==> src/rtl/cpu_pkg.sv <==
// Shared opcode constants, instruction field positions and FSM encoding for instr_sequencer.
// Optional shift opcodes are enabled with INSTR_SEQ_SHIFT_EN.
package cpu_pkg;

  localparam int OP_HI  = 15;
  localparam int OP_LO  = 12;
  localparam int RD_HI  = 11;
  localparam int RD_LO  = 9;
  localparam int RS_HI  = 8;
  localparam int RS_LO  = 6;
  localparam int RT_HI  = 5;
  localparam int RT_LO  = 3;
  localparam int IMM_HI = 7;
  localparam int IMM_LO = 0;

  localparam logic [3:0] OP_NOP  = 4'h0;
  localparam logic [3:0] OP_ADD  = 4'h1;
  localparam logic [3:0] OP_SUB  = 4'h2;
  localparam logic [3:0] OP_AND  = 4'h3;
  localparam logic [3:0] OP_OR   = 4'h4;
  localparam logic [3:0] OP_XOR  = 4'h5;
  localparam logic [3:0] OP_LDI  = 4'h6;
  localparam logic [3:0] OP_MOV  = 4'h7;
  localparam logic [3:0] OP_HALT = 4'h8;
  localparam logic [3:0] OP_SHL  = 4'h9;
  localparam logic [3:0] OP_SHR  = 4'hA;

  typedef enum logic [2:0] {
    S_FETCH  = 3'd0,
    S_DECODE = 3'd1,
    S_EXEC   = 3'd2,
    S_WB     = 3'd3,
    S_HALT   = 3'd4
  } state_e;

  // Opcodes that produce a register write through WB.
  function automatic logic op_writes(input logic [3:0] op);
    logic w;
    w = (op >= OP_ADD) && (op <= OP_MOV);
`ifdef INSTR_SEQ_SHIFT_EN
    w = w || (op == OP_SHL) || (op == OP_SHR);
`endif
    return w;
  endfunction

endpackage

==> src/rtl/alu8.sv <==
// Combinational 8-bit ALU for instr_sequencer; carry is borrow for SUB.
// SHL/SHR exist only with INSTR_SEQ_SHIFT_EN.
module alu8
  import cpu_pkg::*;
(
  input  logic [3:0] opcode,
  input  logic [7:0] a,
  input  logic [7:0] b,
  input  logic [7:0] imm8,
  output logic [7:0] result,
  output logic       carry
);

  always_comb begin
    result = 8'h00;
    carry  = 1'b0;
    case (opcode)
      OP_ADD: {carry, result} = {1'b0, a} + {1'b0, b};
      OP_SUB: begin
        result = a - b;
        carry  = (a < b);
      end
      OP_AND: result = a & b;
      OP_OR:  result = a | b;
      OP_XOR: result = a ^ b;
      OP_LDI: result = imm8;
      OP_MOV: result = a;
`ifdef INSTR_SEQ_SHIFT_EN
      OP_SHL: begin
        result = {a[6:0], 1'b0};
        carry  = a[7];
      end
      OP_SHR: begin
        result = {1'b0, a[7:1]};
        carry  = a[0];
      end
`endif
      default: begin
        result = 8'h00;
        carry  = 1'b0;
      end
    endcase
  end

endmodule

==> src/rtl/instr_sequencer.sv <==
// Multi-cycle FETCH/DECODE/EXEC/WB instruction sequencer driving an external register file.
// Define INSTR_SEQ_SHIFT_EN to enable SHL (0x9) / SHR (0xA).
module instr_sequencer
  import cpu_pkg::*;
(
  input  logic        clk,
  input  logic        reset_n,
  input  logic        instr_valid,
  input  logic [15:0] instr,
  output logic        instr_ready,
  output logic [7:0]  pc,
  output logic [2:0]  rs,
  output logic [2:0]  rt,
  input  logic [7:0]  read_data1,
  input  logic [7:0]  read_data2,
  output logic [2:0]  rd,
  output logic        reg_write,
  output logic [7:0]  write_data,
  output logic        zero,
  output logic        carry,
  output logic        halted,
  output logic        illegal
);

  state_e      state_q, state_d;
  logic [7:0]  pc_q, pc_d;
  logic [15:0] ir_q, ir_d;
  logic [7:0]  a_q, a_d;
  logic [7:0]  b_q, b_d;
  logic [7:0]  result_q, result_d;
  logic        res_carry_q, res_carry_d;
  logic        zero_q, zero_d;
  logic        carry_q, carry_d;
  logic        halted_q, halted_d;
  logic        illegal_q, illegal_d;

  logic [3:0]  op;
  logic [7:0]  alu_result;
  logic        alu_carry;

  assign op = ir_q[OP_HI:OP_LO];

  alu8 u_alu (
    .opcode (op),
    .a      (a_q),
    .b      (b_q),
    .imm8   (ir_q[IMM_HI:IMM_LO]),
    .result (alu_result),
    .carry  (alu_carry)
  );

  always_comb begin
    state_d     = state_q;
    pc_d        = pc_q;
    ir_d        = ir_q;
    a_d         = a_q;
    b_d         = b_q;
    result_d    = result_q;
    res_carry_d = res_carry_q;
    zero_d      = zero_q;
    carry_d     = carry_q;
    halted_d    = halted_q;
    illegal_d   = illegal_q;
    case (state_q)
      S_FETCH: begin
        if (instr_valid) begin
          ir_d    = instr;
          pc_d    = pc_q + 8'd1;
          state_d = S_DECODE;
        end
      end
      S_DECODE: begin
        a_d     = read_data1;
        b_d     = read_data2;
        state_d = S_EXEC;
      end
      S_EXEC: begin
        // The ALU carry is parked until WB so flags only move on a write.
        if (op_writes(op)) begin
          result_d    = alu_result;
          res_carry_d = alu_carry;
          state_d     = S_WB;
        end else if (op == OP_NOP) begin
          state_d = S_FETCH;
        end else if (op == OP_HALT) begin
          halted_d = 1'b1;
          state_d  = S_HALT;
        end else begin
          illegal_d = 1'b1;
          state_d   = S_FETCH;
        end
      end
      S_WB: begin
        zero_d  = (result_q == 8'h00);
        carry_d = res_carry_q;
        state_d = S_FETCH;
      end
      S_HALT:  state_d = S_HALT;
      default: state_d = S_FETCH;
    endcase
  end

  always_ff @(posedge clk) begin
    if (!reset_n) begin
      state_q     <= S_FETCH;
      pc_q        <= 8'h00;
      ir_q        <= 16'h0000;
      a_q         <= 8'h00;
      b_q         <= 8'h00;
      result_q    <= 8'h00;
      res_carry_q <= 1'b0;
      zero_q      <= 1'b0;
      carry_q     <= 1'b0;
      halted_q    <= 1'b0;
      illegal_q   <= 1'b0;
    end else begin
      state_q     <= state_d;
      pc_q        <= pc_d;
      ir_q        <= ir_d;
      a_q         <= a_d;
      b_q         <= b_d;
      result_q    <= result_d;
      res_carry_q <= res_carry_d;
      zero_q      <= zero_d;
      carry_q     <= carry_d;
      halted_q    <= halted_d;
      illegal_q   <= illegal_d;
    end
  end

  // Gated by reset_n so a reset landing mid-WB cannot commit the write.
  assign instr_ready = reset_n && (state_q == S_FETCH);
  assign reg_write   = reset_n && (state_q == S_WB);
  assign pc          = pc_q;
  assign rs          = ir_q[RS_HI:RS_LO];
  assign rt          = ir_q[RT_HI:RT_LO];
  assign rd          = ir_q[RD_HI:RD_LO];
  assign write_data  = result_q;
  assign zero        = zero_q;
  assign carry       = carry_q;
  assign halted      = halted_q;
  assign illegal     = illegal_q;

endmodule

==> config.mk <==
export PLATFORM = sky130hd
export DESIGN_NAME = instr_sequencer
export DESIGN_NICKNAME = d
export VERILOG_FILES = /design/src/rtl/cpu_pkg.sv /design/src/rtl/alu8.sv /design/src/rtl/instr_sequencer.sv
export SDC_FILE = /design/constraint.sdc
export NUM_CORES = 1
export LEC_CHECK = 0
export CAP_MARGIN = 20
export CORE_MARGIN = 8
export CORE_UTILIZATION = 33
export CTS_CLUSTER_DIAMETER = 200
export DETAILED_ROUTE_END_ITERATION = 12
export PLACE_DENSITY = 0.55
export SLEW_MARGIN = 20
export SYNTH_ARGS = -nofsm -noshare
export SYNTH_HDL_FRONTEND = slang
export SYNTH_SLANG_ARGS = --single-unit
==> constraint.sdc <==
create_clock -name clk -period 4.78 [get_ports clk]
set_input_delay 0.478 -clock clk [delete_from_list [all_inputs] [get_ports clk]]
set_output_delay 0.478 -clock clk [all_outputs]
set_load 0.005 [all_outputs]
; Word-level counts from Yosys, hierarchy flattened
; Cells that the tools add are included.
; W data, S select, Z words.
[classes]
addsub = 3
magnitude_cmp = 3
n_eq_ne = 13
n_mux = 7
bitwise = 6
n_reduce_logical = 10
[op_table]
columns = op, count
row1 = $pmux W8 S7, 1
row2 = $eq A4 B3 Y1 const B, 4
row3 = $mux W3, 4
row4 = $pmux W3 S4, 1
row5 = $add A8 B8 Y9, 1
row6 = $add A8 B1 Y8 const B, 1
row7 = $and A8 B8 Y8, 1
row8 = $eq A4 B2 Y1 const B, 2
row9 = $logic_not A8 Y1, 1
row10 = $lt A8 B8 Y1, 1
row11 = $or A8 B8 Y8, 1
row12 = $reduce_and A4 Y1, 2
row13 = $sub A8 B8 Y8, 1
row14 = $xor A8 B8 Y8, 1
row15 = $eq A3 B2 Y1 const B, 2
row16 = $eq A4 B1 Y1 const B, 1
row17 = $eq A4 B4 Y1 const B, 1
row18 = $ge A4 B1 Y1 const B, 1
row19 = $le A4 B3 Y1 const B, 1
row20 = $logic_not A4 Y1, 1
row21 = $reduce_and A2 Y1, 2
row22 = $eq A3 B1 Y1 const B, 1
row23 = $eq A3 B3 Y1 const B, 1
row24 = $logic_and A1 B1 Y1, 3
row25 = other kinds (4), 6
[totals]
regBits = 56
input_bits = 35
out_inout_bits = 31
elab_cells = 53

; Longest topological paths before layout
; Gate-level depths: netlist of the first run.
[depth]
ltp_word = 5
depth_mapped = 9
mapped_depth_nobuf = 9

; Modules after synthesis
; From an unflattened synthesis of the first run, not the netlist that was laid out.
[unflattened]
cells_unflattened = 450
area_unflattened_um2 = 3621.0
[by_module_without_submodules]
columns = mod, instances, cells_per_inst, area_each_um2, seq_area_each_um2
row1 = instr_sequencer, 1, 251, 2232.1, 1121.1
row2 = alu8, 1, 199, 1388.8, 0.0

; Least setup slack after synthesis of the first run
; OpenSTA, ideal clock, no wires.
[synth_timing]
kind = register to register
start = register a_q[1]
end = register result_q[7], in the netlist write_data[7]
setup_time_ps = 121
arrival_time_ps = 2089
t_required_ps = 4659
slack_ps = 2569
stages_incl_launch_ff = 9
path_buffers = 0
synth_period_minus_slack_ps = 2211
path_cell_list = dfxtp_1 inv_1 ha_1 a21oi_1 o211ai_1 or4_1 a311o_1 or3b_1 a31oi_1
[synth_via]
elab_chain_cells = 2
elab_cells_between_ends = 3
classes_between = 2 x add/sub / 1 x mux
[synth_lines]
columns = item, line
row1 = start: declaration, instr_sequencer.sv:28  ; logic [7:0] a_q, a_d;
row2 = start signal: assignment, instr_sequencer.sv:108  ; a_q <= 8'h00;
row3 = start signal: assignment, instr_sequencer.sv:120  ; a_q <= a_d;
row4 = $sub A8 B8 Y8 or $add A8 B8 Y9 (tied branches), "alu8.sv:20, alu8.sv:18"
row5 = $pmux W8 S7 (*), alu8.sv:17  ; case (opcode)
row6 = end signal: assignment, instr_sequencer.sv:122  ; result_q <= result_d;
row7 = end: declaration, instr_sequencer.sv:30  ; logic [7:0] result_q, result_d;
; Every way passes the cells marked *; elsewhere a longest branch is shown, timed or not.
; A chain may end at the register's enable or synchronous reset.

; Worst setup path in the final report of the first run
[layout_timing]
start = register state_q[1]
end = output port reg_write
[layout_via]
elab_chain_cells = 2
[layout_lines]
columns = item, line
row1 = start: declaration, instr_sequencer.sv:25  ; state_e state_q, state_d;
row2 = start signal: assignment, instr_sequencer.sv:117  ; state_q <= state_d;
row3 = $eq A3 B2 Y1, instr_sequencer.sv:133  ; assign reg_write = reset_n && (state_q == S_WB);
row4 = $logic_and A1 B1 Y1, instr_sequencer.sv:133
row5 = end: declaration, instr_sequencer.sv:17  ; output logic reg_write,
; No other way between the ends.

==> flow_summary_export.csv, run 1 <==
group,metric,value,unit
placement,io_buffer_count,65,
sta,finalSetupViolCount,0,
setup_path,critPathArrivalTime,2.00,ns
sta,final_max_slew_viol_count,0,
grt,grt_pass1_vias,3146,
floorplanning,initial_core_util,0.332,
floorplanning,die_w,120,um
synth,yosysWarningCount,0,
grt,grt_usage,0.138,
detailed_routing,antenna_left,0,
sta,fin_crit_sh,0.519,
power_and_ir_drop,ir_drop,0.131,mV
clock_tree,post_cts_buffers,0,
cells_and_area,fill_cells,1139,
detailed_routing,first_pass_iters,5,
placement,hpwlAfterDp,7380,um
clock_tree,htree_levels,2,
floorplanning,core,10700,um2
clock_tree,cts_tree,"yes",
detailed_routing,wl_per_cell,15.4,um
placement,gp_congestion,0.887,
synth,synth_edf_count,0,
cells_and_area,stdcell_count,637,
run_status,status,"finished, final reports clean",
power_and_ir_drop,pwr-share-comb,0.227,
sta,layout_min_cycle_time,2.48,ns
clock_tree,clockBufferDepth,2,
grt,antenna_found_initial,0,
power_and_ir_drop,p_int,706,uW
sta,setup_tns,0,ns
synth,synth.avg_cell_area,7.68,um2
floorplanning,die-area,14300,um2
grt,grt_first_pass_wirelength,16200,um
grt,grt-ovfl-total,0,
clock_tree,clock_sinks,56,
sta,timing_hold_violations_final,0,
clock_tree,root_buffer,"clkbuf_8",
power_and_ir_drop,finalPower,1050,uW
power_and_ir_drop,p_leak,0.00149,uW
detailed_routing,drt-total-wl,9810,um
worst_hold_path,hp-start,"illegal",
sta,timing.fmax,403,MHz
setup_path,endpoint_kind,"output port",
clock_tree,clock_latency,0.32,ns
setup_path,worstReg2RegStart,"ir_q[13]",
cells_and_area,antenna_cells,0,
power_and_ir_drop,switching_share,0.326,
power_and_ir_drop,clock_power_share,0.274,
floorplanning,ios,66,
grt,grt_max_degree,51,
clock_tree,cts_resized,0,
setup_path,critical_path_class,"reg2out",
synth,yosys_most_used_dff,"dfxtp_1",
synth,synth_cell_types,62,
sta,relSlewSlack,0.467,
power_and_ir_drop,switching_power,342,uW
detailed_routing,vias,3211,
job,max-cap-violations,0,
detailed_routing,vias_per_cell,5.04,
sta,tightest_slew,0.798,ns
synth,ys_async_sr_fraction,0,
power_and_ir_drop,power.density,246,nW/um2
placement,dp_cells,628,
floorplanning,die_y,120,um
worst_hold_path,hp-class,"reg2reg",
setup_path,worstPathRequired,4.30,ns
clock_tree,numCtsBuffers,5,
detailed_routing,post-route-drc-count,0,
clock_tree,cts-hold-fix-buffers,0,
synth,synthesis.area,3540,um2
setup_path,setup.worst_path.start,"state_q[1]",
sta,skew,0.00992,ns
synth,syn-num-nets,523,
detailed_routing,drtIter0Drc,240,
clock_tree,clk_pin_slew,0.11,ns
setup_path,critPathLaunchType,"flop",
cells_and_area,layout.nets,558,
power_and_ir_drop,seqPwrFrac,0.499,
synth,yosysSeqAreaShare,0.317,
setup_path,path_max_fanout,10,
synth,synthCells,461,
cells_and_area,area_delta_synth_final,20.4,%
synth,yosys_register_bits,56,
sta,rsz0062_at_grt,"false",
floorplanning,fp-row-count,38,
cells_and_area,drive_gt1_frac,0.0483,
-- cells in the final DEF, fill, tap and decap left out, types with 2 or more instances in the layout --
master	count
mux2i_1	6
xor2_1	7
a22oi_1	6
a221oi_1	3
nand4_1	2
clkdlybuf4s50_1	65
o22ai_1	4
inv_6	2
a211o_1	2
a211oi_1	2
nor2_1	28
ha_1	25
o21ai_0	22
clkbuf_8	5
nor3_1	7
dfxtp_1	56
fa_1	2
a31oi_1	4
nand2_1	85
inv_1	27
nand2b_1	5
or4_1	2
nand3_1	13
nor4_1	5
xnor2_1	5
o21ai_1	2
o211ai_1	3
buf_4	2
or3_1	3
nand3b_1	3
nor2b_1	7
a21oi_1	55
-- area by class of cell --
class | count | area [um2] | share of cell area
sequential | 56 | 1120 | 0.263
clock buffer | 5 | 68.8 | 0.0161
clock inverter | 3 | 25.0 | 0.00587
multi-input combinational | 337 | 2100 | 0.492
timing repair buffer | 67 | 666 | 0.156
tap | 140 | 175 | 0.0411
inverter | 29 | 109 | 0.0255
-- cells in the mapped netlist (all sizes together), types with 3 or more instances --
cell	count	area [um2]
a21oi	55	275
a221oi	3	26.3
a22oi	6	45.0
a31oi	4	25.0
buf	23	168
clkbuf	16	60.1
dfxtp	56	1120
ha	25	313
inv	28	105
mux2i	6	60.1
nand2	85	319
nand2b	6	45.0
nand3	14	75.1
nand3b	3	22.5
nor2	29	111
nor2b	9	66.3
nor3	8	51.3
nor4	5	31.3
o211ai	3	22.5
o21ai	24	120
o22ai	4	25.0
or3	3	18.8
xnor2	5	43.8
xor2	7	61.3
-- sequential cells by signal, indices dropped and copies added, names as in the netlist --
register     count
write_data       8
a_q              8
halted           1
b_q              8
zero             1
ir_q            16
pc               8
state_q          3
illegal          1
carry            1
res_carry_q      1
-- worst paths after layout --
kind	endpoint	slack, ns	depth (start not counted)
setup / recovery	reg_write	2.30	4
hold reg to reg	illegal	0.46	2
setup reg to reg	write_data[7]	2.30	6
hold / removal	illegal	0.46	2
-- kinds of logic (layout without fill, tap and decap cells) --
| family | after synthesis | after routing | share of synthesized area |
|---|---|---|---|
| buffers and inverters | 68 | 104 | 0.0951 |
| AND/OR/NAND/NOR | 176 | 176 | 0.245 |
| adder cells (fa/ha/maj) | 27 | 27 | 0.0997 |
| multiplexers | 7 | 7 | 0.0201 |
| AO/OA/AOI/OAI | 115 | 115 | 0.194 |
| flip-flops | 56 | 56 | 0.317 |
| XOR/XNOR | 12 | 12 | 0.0297 |
-- metrics by stage --
step	area (um2)	setup WS, ns	utilization	hold slack, ns
final	4260	2.30	0.400	0.458
after global routing	4260	2.13	0.400	0.483
after CTS	4250	2.30	0.399	0.461
after detailed placement	4150	2.03	0.390	0.444
after global placement	4150	2.08	0.390	0.438
after floorplan	3540	2.57	-	0.436
-- power groups by stage --
stage          combinational, uW  sequential (uW)  clock, uW
6_report                     238              524        287
4_1_cts                      235              524        301
3_5_place_dp                 234              535          0
2_1_floorplan                168              515          0
3_3_place_gp                 233              533          0
5_1_grt                      264              529        319
-- layer usage --
metal	GRT usage	vias to the layer above	wire (um)
met5	0	-	0
li1	-	1636	-
met4	0.0422	0	157
met3	0.0202	12	382
met1	0.182	1476	4610
met2	0.227	87	4660
-- critical path, cell delays in order (launching register included) --
cell             delay (ns)
dfxtp_1                0.58
nor2b_1                0.34
nand2_1                0.14
nor2_1                 0.12
clkdlybuf4s50_1        0.51
Note: power is estimated with default switching activity, not from simulation.
==> inputs of run 2 (changes only) <==
--- a/config.mk
+++ b/config.mk
@@ -10,7 +10,7 @@
 export CORE_UTILIZATION = 33
 export CTS_CLUSTER_DIAMETER = 200
 export DETAILED_ROUTE_END_ITERATION = 12
-export PLACE_DENSITY = 0.55
+export PLACE_DENSITY = 0.57
 export SLEW_MARGIN = 20
 export SYNTH_ARGS = -nofsm -noshare
 export SYNTH_HDL_FRONTEND = slang
==> constraint.sdc (replaced) <==
create_clock -name clk -period 2.2 [get_ports clk]
set_input_delay 0.22 -clock clk [delete_from_list [all_inputs] [get_ports clk]]
set_output_delay 0.22 -clock clk [all_outputs]
set_load 0.005 [all_outputs]
==> flow_summary_export.csv, run 2 (synthesis results as in run 1) <==
group,metric,value,unit
detailed_routing,drt-total-wl,10500,um
power_and_ir_drop,finalPower,2360,uW
setup_path,slowest_delay,0.41,ns
cells_and_area,largest-register,"ir_q",
setup_path,crit_family,"simple AND/OR/NAND/NOR gates",
sta,finalSetupViolCount,0,
clock_tree,root_buffer,"clkbuf_8",
floorplanning,ios,66,
power_and_ir_drop,ir_drop,0.243,mV
detailed_routing,vias,3305,
setup_path,worstPathRequired,2.42,ns
power_and_ir_drop,power.density,515,nW/um2
clock_tree,htree_levels,2,
grt,antenna_found_initial,0,
detailed_routing,antenna_left,0,
sta,setup_tns,0,ns
clock_tree,clk_pin_slew,0.12,ns
clock_tree,clock_sinks,56,
setup_path,path_max_fanout,4,
sta,timing_hold_violations_final,0,
setup_path,critPathLaunchType,"flop",
sta,relSlewSlack,0.587,
grt,grt-ovfl-total,0,
cells_and_area,layout.nets,591,
detailed_routing,vias_per_cell,4.93,
floorplanning,initial_core_util,0.332,
detailed_routing,drtIter0Drc,227,
floorplanning,die_w,120,um
worst_hold_path,hp-class,"in2reg",
clock_tree,cts_tree,"yes",
grt,grt_first_pass_wirelength,17200,um
cells_and_area,fin_util,0.430,
cells_and_area,antenna_cells,0,
sta,fin_crit_sh,0.962,
placement,io_buffer_count,65,
detailed_routing,post-route-drc-count,0,
floorplanning,die_y,120,um
sta,tightest_slew,0.619,ns
setup_path,r2r_cells,8,
floorplanning,core,10700,um2
setup_path,critPathBufInv,1,
cells_and_area,area_delta_synth_final,29.2,%
clock_tree,clock_latency,0.33,ns
worst_hold_path,hp-start,"read_data1[5]",
cells_and_area,final_common_cell,"nand2_1",
placement,gp_congestion,0.883,
job,max-cap-violations,0,
sta,rsz0062_at_grt,"true",
setup_path,critPathSlowestCell,"or4_1",
grt,grt_usage,0.146,
sta,fin_ws,0.0829,ns
grt,grt_max_degree,50,
worst_hold_path,min_path_cells,3,
worst_hold_path,hold_end,"a_q[5]",
setup_path,r2r_slack,0.08,ns
sta,final_max_slew_viol_count,0,
cells_and_area,largest_reg_flops,16,
clock_tree,numCtsBuffers,5,
detailed_routing,first_pass_iters,4,
setup_path,endpoint_kind,"flop",
setup_path,crit_chain,"inv_1, ha_1, nand3_1, o211ai_1, or4_1, a311o_1, or3b_1, a31oi_1",
grt,grt_pass1_vias,3288,
floorplanning,fp-row-count,38,
placement,hpwlAfterDp,7970,um
setup_path,critPathArrivalTime,2.34,ns
cells_and_area,drive_gt1_frac,0.134,
power_and_ir_drop,p_leak,0.00166,uW
setup_path,worstReg2RegStart,"b_q[2]",
setup_path,rr_endpoint,"write_data[7]",
sta,layout_min_cycle_time,2.12,ns
setup_path,critical_path_class,"reg2reg",
cells_and_area,layout_common_cells,"nand2_1, clkdlybuf4s50_1, a21oi_1, dfxtp_1, buf_4",
placement,dp_slack,-0.229,ns
run_status,status,"finished, final reports clean",
sta,hold_slack,0.426,ns
sta,skew,0.0109,ns
sta,timing.fmax,472,MHz
floorplanning,die-area,14300,um2
detailed_routing,wl_per_cell,15.7,um
clock_tree,clockBufferDepth,2,
## run 2: cell types whose count changed in the layout (fill, tap and decap cells not counted), sizes merged
cell / before / now
buf: 2 / 35
## run 2: worst max-delay path by stage
stage / start / to / slack, ns / cells past startpoint
after detailed placement: b_q[0] / write_data[1] / -0.23 / 9
after global routing: a_q[0] / write_data[6] / -0.04 / 9
after CTS: a_q[0] / write_data[6] / 0.02 / 9
after global placement: b_q[0] / write_data[1] / -0.12 / 9
final: b_q[2] / write_data[7] / 0.08 / 8
after floorplan: b_q[1] / write_data[7] / 0.06 / 8
## run 2: final cells by class
cell class | instances | area (um2)
Clock buffer | 5 | 68.8
Clock inverter | 3 | 25.0
Fill cell | 1127 | 6080
Inverter | 29 | 109
Multi-Input combinational cell | 337 | 2160
Sequential cell | 56 | 1130
Tap cell | 140 | 175
Timing Repair Buffer | 100 | 913
## run 2: routing by layer
layer,up-vias,part of all wire,GRT usage
li1,1705,-,-
met5,-,0,0
met3,14,0.043,0.0221
met4,0,0.025,0.0554
met1,1518,0.46,0.187
met2,68,0.48,0.244
## run 2: report_power, final
group	internal [uW]	total, uW	leakage, uW	switching [uW]
clock network	234	635	0.0000452	401
registers	1060	1110	0.000458	45.9
logic	293	612	0.00116	319
## run 2: stage by stage
| step | instance area [um2] | cells |
|---|---|---|
| after floorplan | 3540 | 461 |
| after global placement | 4400 | 661 |
| after detailed placement | 4400 | 661 |
| after CTS | 4520 | 669 |
| after global routing | 4570 | 670 |
| final | 4570 | 670 |
## run 2: tightest hold or removal path, delay by kind of cell
family          cells  cell delay (ns)
simple gates        1             0.05
compound gates      1             0.05
buf+inv             1             0.39
## run 2: timing repair
action / in CTS / in global routing
buffers inserted: 0 / 1
endpoints found under the setup margin: 3 / 4
hold endpoints to repair: 0 / 0
hold buffers: 0 / 0
pin swaps: 0 / 4
resized for setup: 5 / 11
